`config.mk`:
```
export PLATFORM = sky130hd
export DESIGN_NAME = nco_sample_capture
export DESIGN_NICKNAME = d
export VERILOG_FILES = /design/src/rtl/nco_capture_pkg.sv /design/src/rtl/nco_sample_capture.sv
export SDC_FILE = /design/constraint.sdc
export NUM_CORES = 1
export LEC_CHECK = 0
export CAP_MARGIN = 20
export CORE_UTILIZATION = 40
export DETAILED_ROUTE_END_ITERATION = 16
export PLACE_DENSITY = 0.71
export SYNTH_ARGS = -nofsm -noshare
export SYNTH_HDL_FRONTEND = slang
export SYNTH_SLANG_ARGS = --single-unit
```
`constraint.sdc`:
```
create_clock -name clk_clk -period 4.95 [get_ports clk_clk]
set_clock_uncertainty 0.1 [all_clocks]
set_input_delay 0.7425 -clock clk_clk [delete_from_list [all_inputs] [get_ports clk_clk]]
set_output_delay 0.7425 -clock clk_clk [all_outputs]
set_load 0.05 [all_outputs]
```
`src/rtl/nco_capture_pkg.sv`:
```
// Shared types and word layout for the NCO sample capture block.
// Each memory word packs sine in the upper half and cosine in the lower half.
package nco_capture_pkg;

  typedef enum logic [1:0] {
    IDLE,
    ARMED,
    CAPTURE,
    DONE
  } state_t;

  localparam int SAMPLE_W     = 18;
  localparam int MEM_DATA_W   = 64;
  localparam int WORD_HALF_W  = 32;
  localparam int WORD_SIN_LSB = 32;
  localparam int WORD_COS_LSB = 0;

endpackage

```
`src/rtl/nco_sample_capture.sv`:
```
// Captures decimated NCO sine/cosine pairs into on-chip memory after a trigger.
// Arm latches length/decimation; abort or reset cancels with no further writes.
module nco_sample_capture #(
  parameter int ADDR_W   = 14,
  parameter int SAMPLE_W = nco_capture_pkg::SAMPLE_W
) (
  input  logic                  clk_clk,
  input  logic                  reset_reset,
  input  logic [2*SAMPLE_W-1:0] nco_out_data,
  input  logic                  nco_out_valid,
  input  logic                  ctrl_arm,
  input  logic                  ctrl_abort,
  input  logic                  ext_trigger,
  input  logic [ADDR_W-1:0]     ctrl_length,
  input  logic [7:0]            ctrl_decim,
  output logic [ADDR_W-1:0]     mem_address,
  output logic                  mem_chipselect,
  output logic                  mem_clken,
  output logic                  mem_write,
  output logic [63:0]           mem_writedata,
  output logic [7:0]            mem_byteenable,
  output logic                  status_busy,
  output logic                  status_done,
  output logic [ADDR_W:0]       status_count
);

  import nco_capture_pkg::*;

  localparam int CW = ADDR_W + 1;

  state_t                r_state;
  logic [ADDR_W-1:0]     r_len;
  logic [ADDR_W-1:0]     r_next_addr;
  logic [ADDR_W-1:0]     r_addr;
  logic [7:0]            r_decim;
  logic [7:0]            r_dcnt;
  logic [CW-1:0]         r_count;
  logic                  r_wr;
  logic [MEM_DATA_W-1:0] r_wdata;

  logic [SAMPLE_W-1:0]   w_sin;
  logic [SAMPLE_W-1:0]   w_cos;
  logic [MEM_DATA_W-1:0] w_word;
  logic [CW-1:0]         w_target;
  logic                  w_keep;
  logic                  w_last;

  assign w_sin = nco_out_data[2*SAMPLE_W-1:SAMPLE_W];
  assign w_cos = nco_out_data[SAMPLE_W-1:0];

  assign w_word[WORD_SIN_LSB +: WORD_HALF_W] =
    {{(WORD_HALF_W-SAMPLE_W){w_sin[SAMPLE_W-1]}}, w_sin};
  assign w_word[WORD_COS_LSB +: WORD_HALF_W] =
    {{(WORD_HALF_W-SAMPLE_W){w_cos[SAMPLE_W-1]}}, w_cos};

  // A zero length means the full address space.
  assign w_target = (r_len == '0) ? (CW'(1) << ADDR_W)
                                  : {1'b0, r_len};
  assign w_last   = (r_count + CW'(1)) == w_target;

  // The trigger cycle's own sample is the first kept sample.
  assign w_keep = nco_out_valid && !ctrl_abort &&
    ((r_state == ARMED && ext_trigger) ||
     (r_state == CAPTURE && r_dcnt == 8'd0));

  always_ff @(posedge clk_clk) begin
    if (reset_reset) begin
      r_state     <= IDLE;
      r_len       <= '0;
      r_decim     <= '0;
      r_dcnt      <= '0;
      r_next_addr <= '0;
      r_addr      <= '0;
      r_count     <= '0;
      r_wr        <= 1'b0;
      r_wdata     <= '0;
    end else begin
      r_wr <= w_keep;
      if (w_keep) begin
        r_wdata     <= w_word;
        r_addr      <= r_next_addr;
        r_next_addr <= r_next_addr + ADDR_W'(1);
        r_count     <= r_count + CW'(1);
      end
      unique case (r_state)
        IDLE, DONE: begin
          if (ctrl_arm) begin
            r_len       <= ctrl_length;
            r_decim     <= ctrl_decim;
            r_dcnt      <= '0;
            r_count     <= '0;
            r_next_addr <= '0;
            r_addr      <= '0;
            r_state     <= ARMED;
          end
        end
        ARMED: begin
          if (ctrl_abort) begin
            r_state <= IDLE;
          end else if (ext_trigger) begin
            r_dcnt  <= (nco_out_valid && r_decim != 8'd0)
                       ? 8'd1 : 8'd0;
            r_state <= (w_keep && w_last) ? DONE : CAPTURE;
          end
        end
        CAPTURE: begin
          if (ctrl_abort) begin
            r_state <= IDLE;
          end else begin
            if (nco_out_valid)
              r_dcnt <= (r_dcnt == r_decim) ? 8'd0
                                            : r_dcnt + 8'd1;
            if (w_keep && w_last)
              r_state <= DONE;
          end
        end
        default: r_state <= IDLE;
      endcase
    end
  end

  assign mem_address    = r_addr;
  assign mem_write      = r_wr;
  assign mem_chipselect = r_wr;
  assign mem_byteenable = r_wr ? 8'hFF : 8'h00;
  assign mem_writedata  = r_wdata;
  assign mem_clken      = 1'b1;
  assign status_busy    = (r_state == ARMED) || (r_state == CAPTURE);
  assign status_done    = (r_state == DONE);
  assign status_count   = r_count;

endmodule

```
; ---- After elaboration in Yosys (flattened, before gate mapping)
; Index checks and enable logic that the tools add are counted.
[op_classes]
n_reduce_logical = 17
eq_ne = 12
mux = 26
add_sub_neg = 3
[ops]
columns = op, count
row1 = 2-to-1 mux 14 bit, 6
row2 = 2-to-1 mux 15 bit, 4
row3 = 2-to-1 mux 8 bit, 7
row4 = case mux 8 bit (3 select lines), 1
row5 = adder 15 x 1 -> 15 bit (second input constant), 1
row6 = == test 15 bit, 1
row7 = adder 14 x 1 -> 14 bit (second input constant), 1
row8 = logical NOT 14 bit, 1
row9 = 2-to-1 mux 2 bit, 5
row10 = != test 2 bit (second input constant), 5
row11 = adder 8 x 1 -> 8 bit (second input constant), 1
row12 = == test 8 bit, 1
row13 = logical NOT 8 bit, 1
row14 = nonzero test 8 bit, 1
row15 = logical AND 1 bit, 6
row16 = != test 3 bit (second input constant), 2
row17 = case mux 2 bit (3 select lines), 1
row18 = AND reduction 5 bit, 1
row19 = == test 2 bit (second input constant), 2
row20 = AND reduction 3 bit, 1
row21 = == test 2 x 1 -> 1 bit (second input constant), 1
row22 = logical NOT 2 bit, 1
row23 = logical OR 1 bit, 2
row24 = 2-to-1 mux 1 bit, 2
row25 = 3 further kinds, 3
[totals]
register_bits = 126
in_bits = 64

; ---- Depth between registers and ports, before layout
[depth]
depth_word = 9
mapped_depth = 11
depth_no_buf = 10

; ---- Least setup slack after synthesis
; No wires, ideal clock.
[synth_timing]
path_kind = register -> register
from = register r_count[3], in the netlist status_count[3]
to = register r_state[1]
setup_ps = 74
path_stages_with_launch = 10
slack_ps = 1951
t_arrival_ps = 2824
path_cell_list = dfxtp_1 -> clkbuf_1 -> nand3_1 -> nor3_1 -> and3_1 -> xor2_1 -> a2111oi_2 -> a31oi_1 -> or4_1 -> a31oi_1
[synth_via]
elab_chain_len = 5
[synth_lines]
columns = item, line
row1 = start: declaration, nco_sample_capture.sv:37  ; logic [CW-1:0] r_count;
row2 = start signal: assignment, nco_sample_capture.sv:83  ; r_count <= r_count + CW'(1);
row3 = adder 15 x 1 -> 15 bit, nco_sample_capture.sv:59  ; assign w_last = (r_count + CW'(1)) == w_target;
row4 = == test 15 bit, nco_sample_capture.sv:59
row5 = logical AND 1 bit, nco_sample_capture.sv:113  ; if (w_keep && w_last)
row6 = != test 3 bit (no source line), -
row7 = AND reduction 3 bit (no source line), -
row8 = end signal: assignment, nco_sample_capture.sv:103  ; r_state <= (w_keep && w_last) ? DONE : CAPTURE;
row9 = end: declaration, nco_sample_capture.sv:31  ; state_t r_state;
; Every way passes these cells.
; A chain may end at the register's enable or synchronous reset.

; ---- Worst setup path after layout
[layout_timing]
from = register r_dcnt[2]
to = register r_next_addr[13]
[layout_via]
elab_chain_len = 7
[layout_lines]
columns = item, line
row1 = start: declaration, nco_sample_capture.sv:36  ; logic [7:0] r_dcnt;
row2 = start signal: assignment, nco_sample_capture.sv:101  ; r_dcnt <= (nco_out_valid && r_decim != 8'd0)
row3 = start signal: assignment, nco_sample_capture.sv:111  ; r_dcnt <= (r_dcnt == r_decim) ? 8'd0
row4 = logical NOT 8 bit *, nco_sample_capture.sv:64  ; (r_state == CAPTURE && r_dcnt == 8'd0));
row5 = logical AND 1 bit *, nco_sample_capture.sv:64
row6 = logical OR 1 bit *, nco_sample_capture.sv:63  ; ((r_state == ARMED && ext_trigger) ||
row7 = logical AND 1 bit *, nco_sample_capture.sv:62  ; assign w_keep = nco_out_valid && !ctrl_abort &&
row8 = 2-to-1 mux 14 bit *, nco_sample_capture.sv:79  ; if (w_keep) begin
row9 = 2-to-1 mux 14 bit, nco_sample_capture.sv:87  ; if (ctrl_arm) begin
row10 = 2-to-1 mux 14 bit *, nco_sample_capture.sv:85  ; unique case (r_state)
row11 = end signal: assignment, nco_sample_capture.sv:82  ; r_next_addr <= r_next_addr + ADDR_W'(1);
row12 = end: declaration, nco_sample_capture.sv:33  ; logic [ADDR_W-1:0] r_next_addr;
; Mark *: on every way between the ends. The rest lies on a longest branch, timed or not.

==> flow_summary.yaml <==
critical_path:
  rrSetupSlack_ns: 1.69
  cp.buffers_inverters: 1
  cp_data_required_time_ns: 5.08
  cp_max_fo: 40
  critPathKind: "reg2reg"
  worstPathCellList: "or4_1 > o41ai_2 > nand3_2 > buf_4 > nor3_1 > nand3_1 > xor2_1 > nor2_1"
  crit_path_top_delay_cell: "or4_1"
  rr_worst_depth: 8
  crit_path_start_kind: "flop"
  arrival_ns: 3.39
  critPathCaptureType: "flop"
  critPathMaxStageDelay_ns: 0.56
  critPathTopFamily: "simple AND/OR/NAND/NOR gates"
  worst-path-stages: 8
synth:
  synth_top_family_by_area: "simple AND/OR/NAND/NOR gates"
  yosys_warnings: 0
  syn_avg_cell_area_um2: 7.82
  yosysUniqueCellTypes: 39
  muxShareOfSynthArea: 0.00386
  synth_area_mm2: 0.00518
  synth_compound_gate_area_share: 0.112
  synth-adder-area-share: 0.0169
  ys.flop_type: "dfxtp_1"
  yosys_register_bits: 112
  synth-edff-count: 0
  yosysSeqAreaShare: 0.433
  async_reset_ff_frac: 0
  syn_inst: 662
  synth-xor-area-share: 0.0981
  syn-num-nets: 733
  yosys.area_share.simple: 0.245
global_route:
  antenna_found_initial: 0
  grt_max_degree: 66
  grt_pass1_wl_um: 20300
  grt_pass1_vias: 4396
  grt.overflow.total: 0
  grt_usage: 0.188
timing:
  post-route-period-util: 0.658
  setup-tns-final_ns: 0
  hold_viol: 0
  fin_crit_ns: 3.26
  relSlewSlack: 0.268
  slew_violations: 0
  rsz0062_at_grt: "no"
  worst_pin_slew_ns: 1.10
  fmax_mhz: 307
  setup_violations: 0
final_layout:
  num-nets-final: 844
  fin_area_mm2: 0.00701
  drive_gt1_frac: 0.0347
  fillers: 1235
  area_delta_synth_final_pct: 35.4
  diodes: 0
die:
  die_h_um: 116
  core_mm2: 0.0126
  die_w_um: 116
  die_area_mm2: 0.0134
  ios: 170
  start_util: 0.410
  rows: 41
route:
  drtAntennaViolNets: 0
  via_count: 4665
  drc: 0
  detail_route.wl_per_cell_um: 13.3
  firstDrtPassIters: 4
  wirelength_um: 12600
  drt_iter0_drc: 177
  vias_per_cell: 4.91
cts:
  cts_hold_buf: 0
  clk_pin_slew_ns: 0.08
  root_buffer: "clkbuf_16"
  clk_latency_ns: 0.34
  htree_levels: 3
  clock_path_buffers: 2
  cts_tree: "built"
  cts_resized: 0
  cts-buffers-inserted: 9
  postCtsSetupRepairBufs: 0
  clock-sinks: 112
flow_run:
  drv_cap: 0
placement:
  dpl_cell_area_mm2: 0.00669
  gp_congestion: 0.871
  hpwlAfterDp_um: 9140
  io_buffers: 168
power:
  power_leakage_uw: 0.00238
  ir_worst_vdd_mv: 0.205
  power_density_mw_per_mm2: 285
hold_path:
  min_path_cells: 2
  worstHoldPathType: "reg2reg"
status:
  status: "completed"
cells in the mapped netlist, types with 2 or more instances:
master | instances | share of area
nand2_1 | 164 | 0.12
dfxtp_1 | 112 | 0.43
a21oi_1 | 82 | 0.079
nor2_1 | 52 | 0.038
buf_4 | 39 | 0.057
xnor2_1 | 32 | 0.054
clkbuf_1 | 31 | 0.022
xor2_1 | 26 | 0.044
nand3_1 | 23 | 0.022
inv_1 | 12 | 0.0087
nand4_1 | 11 | 0.013
and3_1 | 8 | 0.0097
ha_1 | 7 | 0.017
nor3_1 | 7 | 0.0068
o21ai_0 | 7 | 0.0068
nand2b_1 | 6 | 0.0072
nor4_1 | 6 | 0.0072
and4_1 | 5 | 0.0085
nor2b_1 | 4 | 0.0048
a31oi_1 | 3 | 0.0036
buf_1 | 3 | 0.0022
a221oi_1 | 2 | 0.0034
and2_1 | 2 | 0.0024
mux2i_1 | 2 | 0.0039
or4_1 | 2 | 0.0029
worst register-to-register path: cells and delay by family, from the launching register on:
family | cells | cell delay (ns)
AO/OA/AOI/OAI | 1 | 0.34
XOR/XNOR | 1 | 0.18
buffers and inverters | 1 | 0.45
flip-flops | 1 | 0.38
AND/OR/NAND/NOR | 5 | 1.70
per-stage QoR:
| step | utilization | cells | setup slack (ns) | hold slack (ns) | total power (µW) |
|---|---|---|---|---|---|
| global placement | 0.530 | 933 | 1.67 | 0.343 | 1290 |
| CTS | 0.554 | 949 | 1.65 | 0.360 | 2020 |
| finish | 0.556 | 950 | 1.69 | 0.358 | 2000 |
| floorplan | - | 662 | 1.95 | 0.344 | 1190 |
| global route | 0.556 | 950 | 1.40 | 0.381 | 2090 |
| detailed placement | 0.530 | 933 | 1.52 | 0.349 | 1300 |
cell families after synthesis:
logic type,after synthesis
muxes,2
AOI/OAI and AO/OA,104
and+or+nand+nor,293
buffers and inverters,85
other,1
adders and majority gates,7
xor gates and xnor gates,58
DFF,112
area by class of cell:
type	instances	area (µm²)	share of cell area
multi-input combinational	465	2480	0.354
sequential	112	2240	0.320
timing repair buffer	173	1730	0.246
clock buffer	9	225	0.0321
tap	172	215	0.0307
clock inverter	7	75.1	0.0107
inverter	12	45.0	0.00642
where the power goes:
part / leakage, µW / switching [µW] / total [µW] / internal [µW]
combinational: 0.00133 / 191 / 325 / 134
sequential: 0.000906 / 26.6 / 954 / 927
clock: 0.000145 / 363 / 723 / 360
total: 0.00238 / 580 / 2000 / 1420
path summary, 6_finish.rpt:
| kind | endpoint | startpoint |
|---|---|---|
| worst max-delay path | r_next_addr[13]$_SDFF_PP0_ | r_dcnt[2]$_SDFFE_PP0P_ |
| worst max register to register | r_next_addr[13]$_SDFF_PP0_ | r_dcnt[2]$_SDFFE_PP0P_ |
| worst min register to register | mem_address[6]$_SDFF_PP0_ | mem_address[6]$_SDFF_PP0_ |
| worst min-delay path | mem_address[6]$_SDFF_PP0_ | mem_address[6]$_SDFF_PP0_ |
routing by layer:
metal,up-vias,wire length [µm],track usage
li1,2361,-,-
met1,2143,5570,0.231
met2,155,6200,0.334
met3,6,778,0.0361
met4,0,92,0.0530
met5,-,0,0
flip-flops by register name (all words and copies together), names as in the netlist:
signal,cells
status_count,15
mem_chipselect,1
r_next_addr,14
r_decim,8
mem_writedata,36
r_dcnt,8
r_state,2
mem_address,14
r_len,14
cell usage in the layout, fill, tap and decap left out, drive strengths merged, types with 8 or more instances in the layout:
master and count:
dfxtp 112, xor2 26, nand3 23, and3 8, nand2 164, a21oi 82
clkdlybuf4s50 167, nor2 52, inv 16, clkbuf 9, nand4 11, xnor2 32
Power figures use the tool's default switching activity.
